===== config.mk =====
export PLATFORM = sky130hd
export DESIGN_NAME = dwnstrm_accum
export DESIGN_NICKNAME = d
export VERILOG_FILES = /design/src/rtl/dwnstrm_pkg.sv /design/src/rtl/dwnstrm_acc_ram.sv /design/src/rtl/dwnstrm_accum.sv
export SDC_FILE = /design/constraint.sdc
export NUM_CORES = 1
export LEC_CHECK = 0
export CORE_ASPECT_RATIO = 1.75
export CORE_MARGIN = 3
export CORE_UTILIZATION = 50
export DETAILED_ROUTE_END_ITERATION = 7
export GPL_TIMING_DRIVEN = 0
export PLACE_DENSITY_LB_ADDON = 0.3
export SLEW_MARGIN = 15
export SYNTH_ARGS = -nofsm -noshare
export SYNTH_HDL_FRONTEND = slang
export SYNTH_SLANG_ARGS = --single-unit

===== constraint.sdc =====
create_clock -name clk -period 5.2 [get_ports clk]
set_input_delay 0.52 -clock clk [delete_from_list [all_inputs] [get_ports clk]]
set_output_delay 0.52 -clock clk [all_outputs]
set_load 0.01 [all_outputs]

===== src/rtl/dwnstrm_pkg.sv =====
// dwnstrm_pkg: shared FSM state type, default sizes and result record for the downstream accumulator
package dwnstrm_pkg;
  typedef enum logic {ST_INIT, ST_RUN} state_t;
  localparam int DEF_NUM_CLIENTS = 32;
  localparam int DEF_CID_W = $clog2(DEF_NUM_CLIENTS);
  localparam int DEF_AMT_W = 16;
  localparam int DEF_ACC_W = 16;
  typedef struct packed {
    logic [DEF_CID_W-1:0] cid;
    logic [DEF_ACC_W-1:0] total;
    logic                 ovf;
  } result_t;
endpackage


===== src/rtl/dwnstrm_acc_ram.sv =====
// dwnstrm_acc_ram: simple dual-port read-first RAM holding one running total per client
// Ports: clk; we/waddr/wdata write port; raddr in, rdata out one cycle later (old data on same-edge write).
// Contents are not reset; the owner sweeps them to zero after reset.
module dwnstrm_acc_ram import dwnstrm_pkg::*; #(
  parameter int DEPTH = DEF_NUM_CLIENTS,
  parameter int AW = $clog2(DEPTH),
  parameter int W = DEF_ACC_W
) (
  input  logic          clk,
  input  logic          we,
  input  logic [AW-1:0] waddr,
  input  logic [W-1:0]  wdata,
  input  logic [AW-1:0] raddr,
  output logic [W-1:0]  rdata
);
  logic [W-1:0] mem [DEPTH];
  always_ff @(posedge clk) begin
    if (we) mem[waddr] <= wdata;
    rdata <= mem[raddr];
  end
endmodule


===== src/rtl/dwnstrm_accum.sv =====
// dwnstrm_accum: per-client cancelled-order totals with a pipelined read-modify-write per event
// Ports: clk, rst (async, active high); in_valid/in_ready/client_id/amount/in_clear event input;
// out_valid/out_client_id/cancelled_orders/memwr/overflow result strobe two cycles after accept.
// Build option: define DWNSTRM_SAT_EN to saturate totals at all-ones instead of wrapping.
module dwnstrm_accum import dwnstrm_pkg::*; #(
  parameter int NUM_CLIENTS = DEF_NUM_CLIENTS,
  parameter int CID_W = $clog2(NUM_CLIENTS),
  parameter int AMT_W = DEF_AMT_W,
  parameter int ACC_W = DEF_ACC_W
) (
  input  logic             clk,
  input  logic             rst,
  input  logic             in_valid,
  output logic             in_ready,
  input  logic [CID_W-1:0] client_id,
  input  logic [AMT_W-1:0] amount,
  input  logic             in_clear,
  output logic             out_valid,
  output logic [CID_W-1:0] out_client_id,
  output logic [ACC_W-1:0] cancelled_orders,
  output logic             memwr,
  output logic             overflow
);
  localparam logic [CID_W-1:0] LAST = CID_W'(NUM_CLIENTS - 1);
  localparam logic [CID_W:0] NCW = (CID_W + 1)'(NUM_CLIENTS);
  state_t state, nstate;
  logic [CID_W-1:0] cnt, s1_id, waddr;
  logic [AMT_W-1:0] s1_amt;
  logic s1_valid, s1_clr, we;
  logic [ACC_W-1:0] rdata, s2_wval, opnd, add_val, res_wval, res_out, wdata;
  logic [ACC_W:0] sum;
  logic accept;
  assign accept = in_valid && in_ready && ({1'b0, client_id} < NCW);
  assign memwr = out_valid;
  always_ff @(posedge clk or posedge rst) begin
    if (rst) begin
      state <= ST_INIT;
      cnt <= '0;
      s1_valid <= 1'b0;
      s1_id <= '0;
      s1_amt <= '0;
      s1_clr <= 1'b0;
      out_valid <= 1'b0;
      out_client_id <= '0;
      cancelled_orders <= '0;
      overflow <= 1'b0;
      s2_wval <= '0;
    end else begin
      state <= nstate;
      cnt <= (state == ST_INIT) ? cnt + 1'b1 : '0;
      s1_valid <= accept;
      s1_id <= client_id;
      s1_amt <= amount;
      s1_clr <= in_clear;
      out_valid <= s1_valid;
      out_client_id <= s1_id;
      cancelled_orders <= res_out;
      overflow <= s1_valid && !s1_clr && sum[ACC_W];
      s2_wval <= res_wval;
    end
  end
  // The RAM write port is owned by the zeroing sweep until the FSM reaches ST_RUN
  always_comb begin
    in_ready = state == ST_RUN;
    nstate = (state == ST_INIT && cnt == LAST) ? ST_RUN : state;
    we = in_ready ? s1_valid : 1'b1;
    waddr = in_ready ? s1_id : cnt;
    wdata = in_ready ? res_wval : '0;
  end
  // S2 holds the value just written; it overrides the stale read of a back-to-back same-client event
  always_comb begin
    opnd = (out_valid && out_client_id == s1_id) ? s2_wval : rdata;
    sum = {1'b0, opnd} + {{(ACC_W - AMT_W + 1){1'b0}}, s1_amt};
`ifdef DWNSTRM_SAT_EN
    add_val = sum[ACC_W] ? '1 : sum[ACC_W-1:0];
`else
    add_val = sum[ACC_W-1:0];
`endif
    res_wval = s1_clr ? '0 : add_val;
    res_out = s1_clr ? opnd : add_val;
  end
  dwnstrm_acc_ram #(.DEPTH(NUM_CLIENTS), .AW(CID_W), .W(ACC_W)) u_ram (
    .clk(clk),
    .we(we),
    .waddr(waddr),
    .wdata(wdata),
    .raddr(client_id),
    .rdata(rdata)
  );
endmodule

### Word-level counts from Yosys, hierarchy flattened

Memory sizes are Yosys's and may differ from the RTL's. A register that Yosys moved wholly into a read port is not among the register bits.
Index checks and enable logic that the tools add are counted.

* output and inout port bits: 25
* bits in writable memories: 512
* bits in latches: 0
* memories: 1
* memory bits (read-only): 0
* bits of input ports: 25
* bits in registers: 68
* logic and storage cells: 32

* divide/modulo/power cells: 0
* reduce and logical (&&, ||, !) cells: 6
* equality and inequality tests: 2
* multiplexer cells: 9
* bitwise gates (word level): 1
* order comparisons: 0
* add/subtract/negate cells: 2
* shifts and indexed selects: 0
* multipliers: 0

Memories
* u_ram.mem: depth 32, bits a word 16, rd ports 1, clocked after Yosys merged registers in 1, wr ports 1, line dwnstrm_acc_ram.sv:16 `logic [W-1:0] mem [DEPTH];`

Operators by type and width (number)
* 16-bit two-way mux: 4
* 16-bit by 16-bit adder with 17-bit output: 1
* 5-bit two-way mux: 2
* 5-bit by 1-bit adder with 5-bit output, second input constant: 1
* 5-bit equality test: 1
* 5-bit equality test, second input constant: 1
* 1-bit logical AND: 5
* 1-bit two-way mux: 3
* 1-bit zero test: 1
* 1-bit NOT: 1

### Longest topological paths before layout

Gate-level depths: netlist (run 1).

* word-level depth: 6
* depth in mapped cells: 13
* gate-level depth less buffers: 12

### By module

Synthesis (run 1) repeated with hierarchy kept, for this count alone.

* cell total of the unflattened synthesis: 1460
* area, all modules: 24064.3 µm²

By module, submodules not included
* dwnstrm_acc_ram: instances 1, cells an instance 1143, area an instance 20535.9 µm²
* dwnstrm_accum: instances 1, cells an instance 317, area an instance 3528.4 µm²

### Worst setup path before layout (run 1)

No wires, ideal clock.

* path type: reg-to-reg
* start: register s1_id[2]
* end: memory u_ram.mem[0][11] (netlist name) (data pin)
* stages on the path, launching flop included: 13
* period minus slack after synthesis: 4.700 ns
* data arrival time: 4.255 ns
* required time: 4.755 ns
* path slack: 0.500 ns
* cells stage by stage: dfrtp_1 xnor2_1 nand4_1 nor3_2 buf_2 mux2_2 ha_1 o211ai_1 o21ai_1 o2111ai_1 a21oi_1 nor3_1 nor3_1

* word-level cells in the longest chain between the ends: 6

Ends and longest elaborated chain
* start, declared: line dwnstrm_accum.sv:27 `logic [CID_W-1:0] cnt, s1_id, waddr;`
* start signal, assigned: line dwnstrm_accum.sv:52 `s1_id <= client_id;`
* 5-bit equality test: line dwnstrm_accum.sv:72 `opnd = (out_valid && out_client_id == s1_id) ? s2_wval : rdata;`
* 1-bit logical AND: line dwnstrm_accum.sv:72
* 16-bit two-way mux: line dwnstrm_accum.sv:72
* 16-bit by 16-bit adder with 17-bit output: line dwnstrm_accum.sv:73 `sum = {1'b0, opnd} + {{(ACC_W - AMT_W + 1){1'b0}}, s1_amt};`
* 16-bit two-way mux: line dwnstrm_accum.sv:79 `res_wval = s1_clr ? '0 : add_val;`
* 16-bit two-way mux: line dwnstrm_accum.sv:68 `wdata = in_ready ? res_wval : '0;`
* named net u_ram.wdata[11]: line dwnstrm_acc_ram.sv:12 `input logic [W-1:0] wdata,`
* end, declared: line dwnstrm_acc_ram.sv:16

The timed path passes the listed nets, and every way through them passes these cells.

### Final worst setup path (run 1)

* start: register s1_id[3]
* end: memory u_ram.mem[0][11] (netlist name) (data pin)

Same word-level chain as after synthesis.

==> results of run 1 <==
stage by stage:
step / instance area, um2 / utilization / instances / hold WS (ns) / total power [W]
after detailed placement: 25100 / 0.552 / 1769 / 0.485 / 0.00688
after CTS: 26800 / 0.590 / 1865 / 0.266 / 0.0108
after global routing: 26900 / 0.591 / 1865 / 0.293 / 0.0111
final: 26900 / 0.591 / 1865 / 0.274 / 0.0107
after floorplan: 23200 / - / 1100 / 0.401 / 0.00632
after global placement: 24400 / 0.536 / 1726 / 0.472 / 0.00677
critical path, delay by kind of cell, from the launching register on:
| kind | cells | cell delay (ns) |
|---|---|---|
| AOI/OAI and AO/OA | 5 | 1.24 |
| xor gates and xnor gates | 1 | 0.19 |
| adders and majority gates | 1 | 0.30 |
| buffers and inverters | 4 | 0.99 |
| DFF | 1 | 0.47 |
| muxes | 1 | 0.40 |
| and+or+nand+nor | 3 | 1.03 |
cells in the final DEF (no fill, tap or decap), drive strengths merged, types with 19 or more instances in the layout:
cell,Yosys,layout
buf,24,67
nand2,33,33
nor2,69,69
ha,21,21
clkbuf,27,94
edfxtp,512,512
clkdlybuf4s50,0,49
mux4,160,160
clkinv,0,19
mux2,32,32
dfrtp,68,68
power groups by stage:
| stage | combinational [W] | clock, W | sequential (W) |
|---|---|---|---|
| floorplan | 0.000625 | 0 | 0.00570 |
| global placement | 0.00106 | 0 | 0.00570 |
| detailed placement | 0.00119 | 0 | 0.00569 |
| CTS | 0.00120 | 0.00402 | 0.00559 |
| global route | 0.00128 | 0.00419 | 0.00560 |
| finish | 0.00119 | 0.00395 | 0.00559 |
registers in the layout, summed over array words and instances (netlist names):
signal / cells
in_ready: 1
cnt: 5
u_ram.mem: 512
s1_id: 5
out_client_id: 5
overflow: 1
memwr: 1
s1_clr: 1
cancelled_orders: 16
s2_wval: 16
s1_amt: 16
u_ram.rdata: 16
s1_valid: 1
cells by family after synthesis:
group | after synthesis | share of synthesized area
buffers and inverters | 59 | 0.0109
xor gates and xnor gates | 19 | 0.00719
AOI/OAI and AO/OA | 68 | 0.0193
muxes | 195 | 0.172
and+or+nand+nor | 141 | 0.0268
adders and majority gates | 22 | 0.0122
DFF | 596 | 0.751
path summary, 6_finish.rpt:
check	endpoint	slack [ns]	depth (start not counted)
setup / recovery	u_ram.mem[0][11]$_DFFE_PP_	0.41	15
hold / removal	s1_amt[10]$_DFF_PP0_	0.27	2
setup reg to reg	u_ram.mem[0][11]$_DFFE_PP_	0.41	15
hold reg to reg	out_client_id[4]$_DFF_PP0_	0.50	0
max in group asynchronous	s2_wval[4]$_DFF_PP0_	4.39	3
min in group clk	s1_amt[2]$_DFF_PP0_	0.38	1
routing by layer:
| layer | GRT usage | up-vias | part of all wire |
|---|---|---|---|
| li1 | - | 4781 | - |
| met1 | 0.265 | 5942 | 0.35 |
| met2 | 0.397 | 426 | 0.55 |
| met3 | 0.0294 | 105 | 0.053 |
| met4 | 0.0961 | 0 | 0.049 |
| met5 | 0 | - | 0 |
area by class of cell:
type / instances / share of cell area
buffer: 51 / 0.00824
clock buffer: 67 / 0.0524
clock inverter: 29 / 0.0124
inverter: 8 / 0.00121
multi-input combinational: 445 / 0.212
sequential: 596 / 0.648
tap: 577 / 0.0269
timing repair buffer: 92 / 0.0396
==> metrics.md, run 1 <==
| Metric | Value |
|---|---|
| Sequential Power Share | 0.521 |
| TritonCTS clock tree | built |
| Number of standard cells after synthesis | 1100 |
| Launch point of the worst path | s1_id[3]$_DFF_PP0_ |
| Worst-case vdd ir drop | between 400 and 500 uV |
| Number of vias per cell | 6.03 |
| Initial standard-cell utilization of the core | 0.509 |
| Share of total power consumed by net switching | 0.231 |
| Gp weighted congestion | about 0.88 |
| Combined flip-flop and latch cell area | approximately 0.017 mm2 |
| Clock share of power | 0.368 |
| Number of buffers inserted during clock tree synthesis | 52 |
| Final setup viols | 0 |
| Worst reg2reg path startpoint | s1_id[3]$_DFF_PP0_ |
| Most common cell in the synthesized netlist | edfxtp_1 |
| Slowest CP cell | nor3_4 |
| First-pass GRT wire length | 79500 um |
| Top cells by area, synth | edfxtp_1 66%, mux4_2 16%, dfrtp_1 7.3% |
| Final setup slack of the worst path | 0.412 ns |
| Number of antenna-violating nets in the routed design | 0 |
| Quantity of gates resized following cts | 1 |
| Most area-hungry cell type in the Yosys netlist | edfxtp_1 |
| Starting DRT DRC Count | 1073 |
| WP data required | 5.63 ns |
| Post-synthesis average cell area | 21.1 um2 |
| Setup repair bufs after CTS | 0 |
| Antenna violations before repair | 1 |
| Fraction of synthesized cell area taken by the top area cell type | 0.664 |
| Worst slack, placed | -0.116 ns |
| Slew headroom | 0.362 |
| Final-layout setup total negative slack | 0 ns |
| Ratio of cells with drive above 1 in the final layout | 0.298 |
| Number of filler cells placed in the layout | ~3200 |
| Number of enable flip-flop cells after synthesis | 512 |
| Total of buffers placed on input and output ports | ~50 |
| Ys async rst share | 0.114 |
| Cell-by-cell trace of the critical path | xnor2_1 > nand4_1 > nor3_4 > buf_2 > mux2i_1 > inv_1 > ha_1 > a211oi_1 > o21ai_2 > o2111ai_1 > a21oi_1 > o21a_1 > nor3_4 > buf_4 > buf_4 |
| Class of the tightest hold or removal check | in -> async |
| Final Routed Wirelength | 53000 um |
| Setup CP Type | reg -> reg |
| Core outline area | 0.0455 mm2 |
| Setup skew after layout | 0.0183 ns |
| Arr. time, crit path | approximately 5.2 ns |
| Vias in the first global route | ~12000 |
| Final max-slew violation count | 0 |
| Worst Path Max Fanout | 13 |
| Number of I/O pins | 50 |
| Net switching power of the design | ~0.0025 W |
| Number of clock sinks seen by CTS | 596 |
| Power Dens Cells | around 400 mW/mm2 |
| YS warnings | 0 |
| Least-Margin Pin Slew | 0.957 ns |
| Drt drc | 0 |
| Sequential area share after synthesis | 0.751 |
| Internal cell power | 0.00825 W |
| Post-synthesis cell type count | 47 |
| Primary FF master, synth | edfxtp_1 |
| Die Height | 291 um |
| Net count of the mapped netlist | ~1100 |
| Status | finished, final reports clean |
| Largest net degree at the start of global routing | 44 |
| Leftover overflow at the end of global routing | 0 |
| Drt wl/cell | 28.4 um |
| Crit path largest cell delay | 0.50 ns |
| Htree depth | 2 |
| Horizontal extent of the die | 169 um |
| Detailed placement HPWL | 36800 um |
| Hold-fix buffers at CTS | 0 |
| Clock network latency to the later pin of the worst-skew pair | roughly 0.58 ns |
| Final worst path period share | 0.921 |
| Crit. End Element | register |
| Combined area of all synthesized cells | 0.0232 mm2 |
| GR Util All Layers | 0.221 |
| Clock-pin slew on the worst setup and hold paths | approximately 0.06 ns |
| Count of final hold-check violations | 0 |
| Synth cell count leaders | 512 x edfxtp_1, 160 x mux4_2, 69 x nor2_1 |
| Tmin final | 4.79 ns |
| Die footprint | 0.0490 mm2 |
| Count of TritonRoute iterations in the first routing pass | 5 |
| Max clock buf depth | 3 |
| Root Buffer | clkbuf_16 |
| Layout area overhead | 16.0% |
| Number of storage elements in the synthesis netlist | 596 |
| Maximum clock frequency | approximately 0.21 GHz |
| Net total in the final layout | roughly 1300 |
| Unrepaired setup endpoints after global routing | false |
| Total area of multi-input combinational cells | around 0.0057 mm2 |
| CP startpoint kind | register |
| N_diodes | 0 |
| Combinational power share | 0.111 |
| Number of standard-cell rows in the floorplan | 103 |
| Number of max-capacitance violations reported | 0 |
| Leak | between 8 and 9 nW |
| Vias post-DR | 11254 |
(Power assumes the default switching activity.)
==> run 2: changes to the inputs <==
--- a/config.mk
+++ b/config.mk
@@ -9,6 +9,7 @@
 export CORE_MARGIN = 3
 export CORE_UTILIZATION = 50
 export DETAILED_ROUTE_END_ITERATION = 7
+export GPL_ROUTABILITY_DRIVEN = 0
 export GPL_TIMING_DRIVEN = 0
 export PLACE_DENSITY_LB_ADDON = 0.3
 export SLEW_MARGIN = 15
==> run 2 against run 1 <==
  * Hold slack lost 0.0083 ns
  * Sequential cell count is the same
  * Total power shrank 1.8%
  * Final area shrank 0.44%
  * Maximum frequency shrank 0.19%
  * Clock skew grew 0.0042 ns
  * Sequential power is essentially flat
  * Register-to-register slack is essentially flat
  * Count of clock-buffer cells in the layout shrank 8
  * Critical path depth shrank 1
  * Cell count shrank 0.38%
  * Utilization shrank 0.26 points
==> metrics.md, run 2 (synthesized netlist as in run 1, its figures left out) <==
| Metric | Value |
|---|---|
| First-pass GRT wire length | a little under 80000 um |
| Vias post-DR | 11239 |
| Setup repair bufs after CTS | 0 |
| Crit path largest cell delay | about 0.67 ns |
| Final max-slew violation count | 0 |
| Class of the tightest hold or removal check | in -> async |
| Largest net degree at the start of global routing | 43 |
| Layout area overhead | 15.5% |
| Reg2Reg Setup Slack | 0.40 ns |
| Clock network latency to the later pin of the worst-skew pair | 0.58 ns |
| Number of clock sinks seen by CTS | 596 |
| Final-layout setup total negative slack | 0 ns |
| Number of filler cells placed in the layout | 3171 |
| Worst-case vdd ir drop | 355 uV |
| Number of vias per cell | 6.05 |
| Maximum clock frequency | between 0.2 and 0.25 GHz |
| GR Util All Layers | 0.220 |
| N_diodes | 0 |
| Arr. time, crit path | 5.19 ns |
| Die Height | 291 um |
| Number of standard-cell rows in the floorplan | 103 |
| Cell-by-cell trace of the critical path | xnor2_1 > nand4_1 > nor3_4 > buf_2 > mux2_2 > ha_1 > clkbuf_1 > nand2_1 > nor3_1 > a21oi_1 > a21oi_1 > nor3_1 > nor3_2 > buf_4 |
| Total power consumption of the routed design | about 0.011 W |
| Die footprint | roughly 0.049 mm2 |
| Core outline area | between 0.04 and 0.05 mm2 |
| Slowest CP cell | nor3_2 |
| Number of placed instances with taps included | between 1500 and 2000 |
| Ratio of cells with drive above 1 in the final layout | 0.294 |
| Vias in the first global route | 11833 |
| Power Dens Cells | 394 mW/mm2 |
| WP data required | 5.59 ns |
| Antenna violations before repair | 1 |
| Starting DRT DRC Count | between 1000 and 1500 |
| Most flop-heavy register | u_ram.mem |
| Htree depth | 2 |
| Max clock buf depth | 3 |
| Final setup viols | 0 |
| Slew headroom | 0.217 |
| Count of TritonRoute iterations in the first routing pass | 6 |
| Quantity of gates resized following cts | 1 |
| Number of I/O pins | 50 |
| Crit. End Element | register |
| Number of antenna-violating nets in the routed design | 0 |
| Commonest non-fill, non-tap cell in the layout | edfxtp_1 |
| Count of final hold-check violations | 0 |
| Tmin final | 4.80 ns |
| Drt wl/cell | 28.6 um |
| Final Routed Wirelength | 53200 um |
| Root Buffer | clkbuf_16 |
| Detailed placement HPWL | 37000 um |
| Hold-fix buffers at CTS | 0 |
| Non-filler instance count after layout | 1858 |
| Setup CP Type | reg -> reg |
| Unrepaired setup endpoints after global routing | false |
| Worst Path Max Fanout | 12 |
| Leftover overflow at the end of global routing | 0 |
| Horizontal extent of the die | roughly 170 um |
| Leading cell types in the layout, fill and taps excluded | 512 x edfxtp_1, 160 x mux4_2, 68 x dfrtp_1 |
| Net total in the final layout | approximately 1300 |
| Drt drc | 0 |
| Total of buffers placed on input and output ports | 49 |
| Finished Core Util | 0.588 |
| Initial standard-cell utilization of the core | 0.509 |
| Leak | roughly 8.9 nW |
| CP startpoint kind | register |
| Least-Margin Pin Slew | 1.17 ns |
| Number of buffers inserted during clock tree synthesis | 50 |
| Number of max-capacitance violations reported | 0 |
| TritonCTS clock tree | built |
| Clock-pin slew on the worst setup and hold paths | 0.07 ns |
| Final hold slack | between 0.2 and 0.3 ns |
| Flip-flop count of the largest register after layout | 512 |
| Setup skew after layout | about 0.022 ns |
| Status | finished, final reports clean |
| Final worst path period share | 0.923 |
## run 2: cell count changes in the layout (fill, tap and decap cells not counted), moves of 3 or more
cell / previous run / this run
clkbuf_1: 38 / 35
clkinv_2: 10 / 6
buf_6: 20 / 16
clkbuf_8: 3 / 0
buf_8: 15 / 20
clkinv_1: 8 / 11
clkinvlp_4: 2 / 6
## run 2: worst paths after layout
kind,startpoint,endpoint,cells after the start
setup / recovery,s1_id[2]$_DFF_PP0_,u_ram.mem[16][14]$_DFFE_PP_,14
hold / removal,rst,s1_amt[11]$_DFF_PP0_,2
setup reg to reg,s1_id[2]$_DFF_PP0_,u_ram.mem[16][14]$_DFFE_PP_,14
hold reg to reg,s1_id[4]$_DFF_PP0_,out_client_id[4]$_DFF_PP0_,0
max in group asynchronous,rst,s1_amt[2]$_DFF_PP0_,3
min in group clk,in_clear,s1_clr$_DFF_PP0_,1
## run 2: cell type report
| class | instances | area [um2] | area share |
|---|---|---|---|
| sequential | 596 | 17400 | 0.650 |
| clock buffer | 59 | 1310 | 0.0488 |
| multi-input combinational | 445 | 5700 | 0.213 |
| inverter | 8 | 32.5 | 0.00122 |
| timing repair buffer | 90 | 1050 | 0.0394 |
| clock inverter | 32 | 320 | 0.0120 |
| tap | 577 | 722 | 0.0270 |
| buffer | 51 | 221 | 0.00828 |
## run 2: per-stage QoR
step | setup WS (ns) | area, um2
after global routing | 0.133 | 26700
after detailed placement | -0.0471 | 25100
after floorplan | 0.500 | 23200
after global placement | -2.17 | 24400
after CTS | 0.0543 | 26700
final | 0.403 | 26700
## run 2: power breakdown
part,leakage [nW],internal (W),switching (W)
Sequential,5.64,0.00555,0.0000401
Combinational,2.47,0.000420,0.000775
Clock,0.778,0.00210,0.00166
Total,8.89,0.00807,0.00247
## run 2: critical path: cells and delay by family (launching register included)
| kind | cells | cell delay (ns) |
|---|---|---|
| compound gates | 2 | 0.42 |
| xor+xnor | 1 | 0.23 |
| fa+ha+maj | 1 | 0.27 |
| buf+inv | 3 | 0.98 |
| flops | 1 | 0.48 |
| mux | 1 | 0.41 |
| simple gates | 6 | 1.80 |
## run 2: per-layer routing
layer	GRT usage	wire length, um	part of all wire	up-vias
met5	0	0	0	-
met4	0.111	3130	0.059	0
met3	0.0269	2560	0.048	103
met2	0.388	28500	0.54	374
met1	0.267	19000	0.36	5991
li1	-	-	-	4771
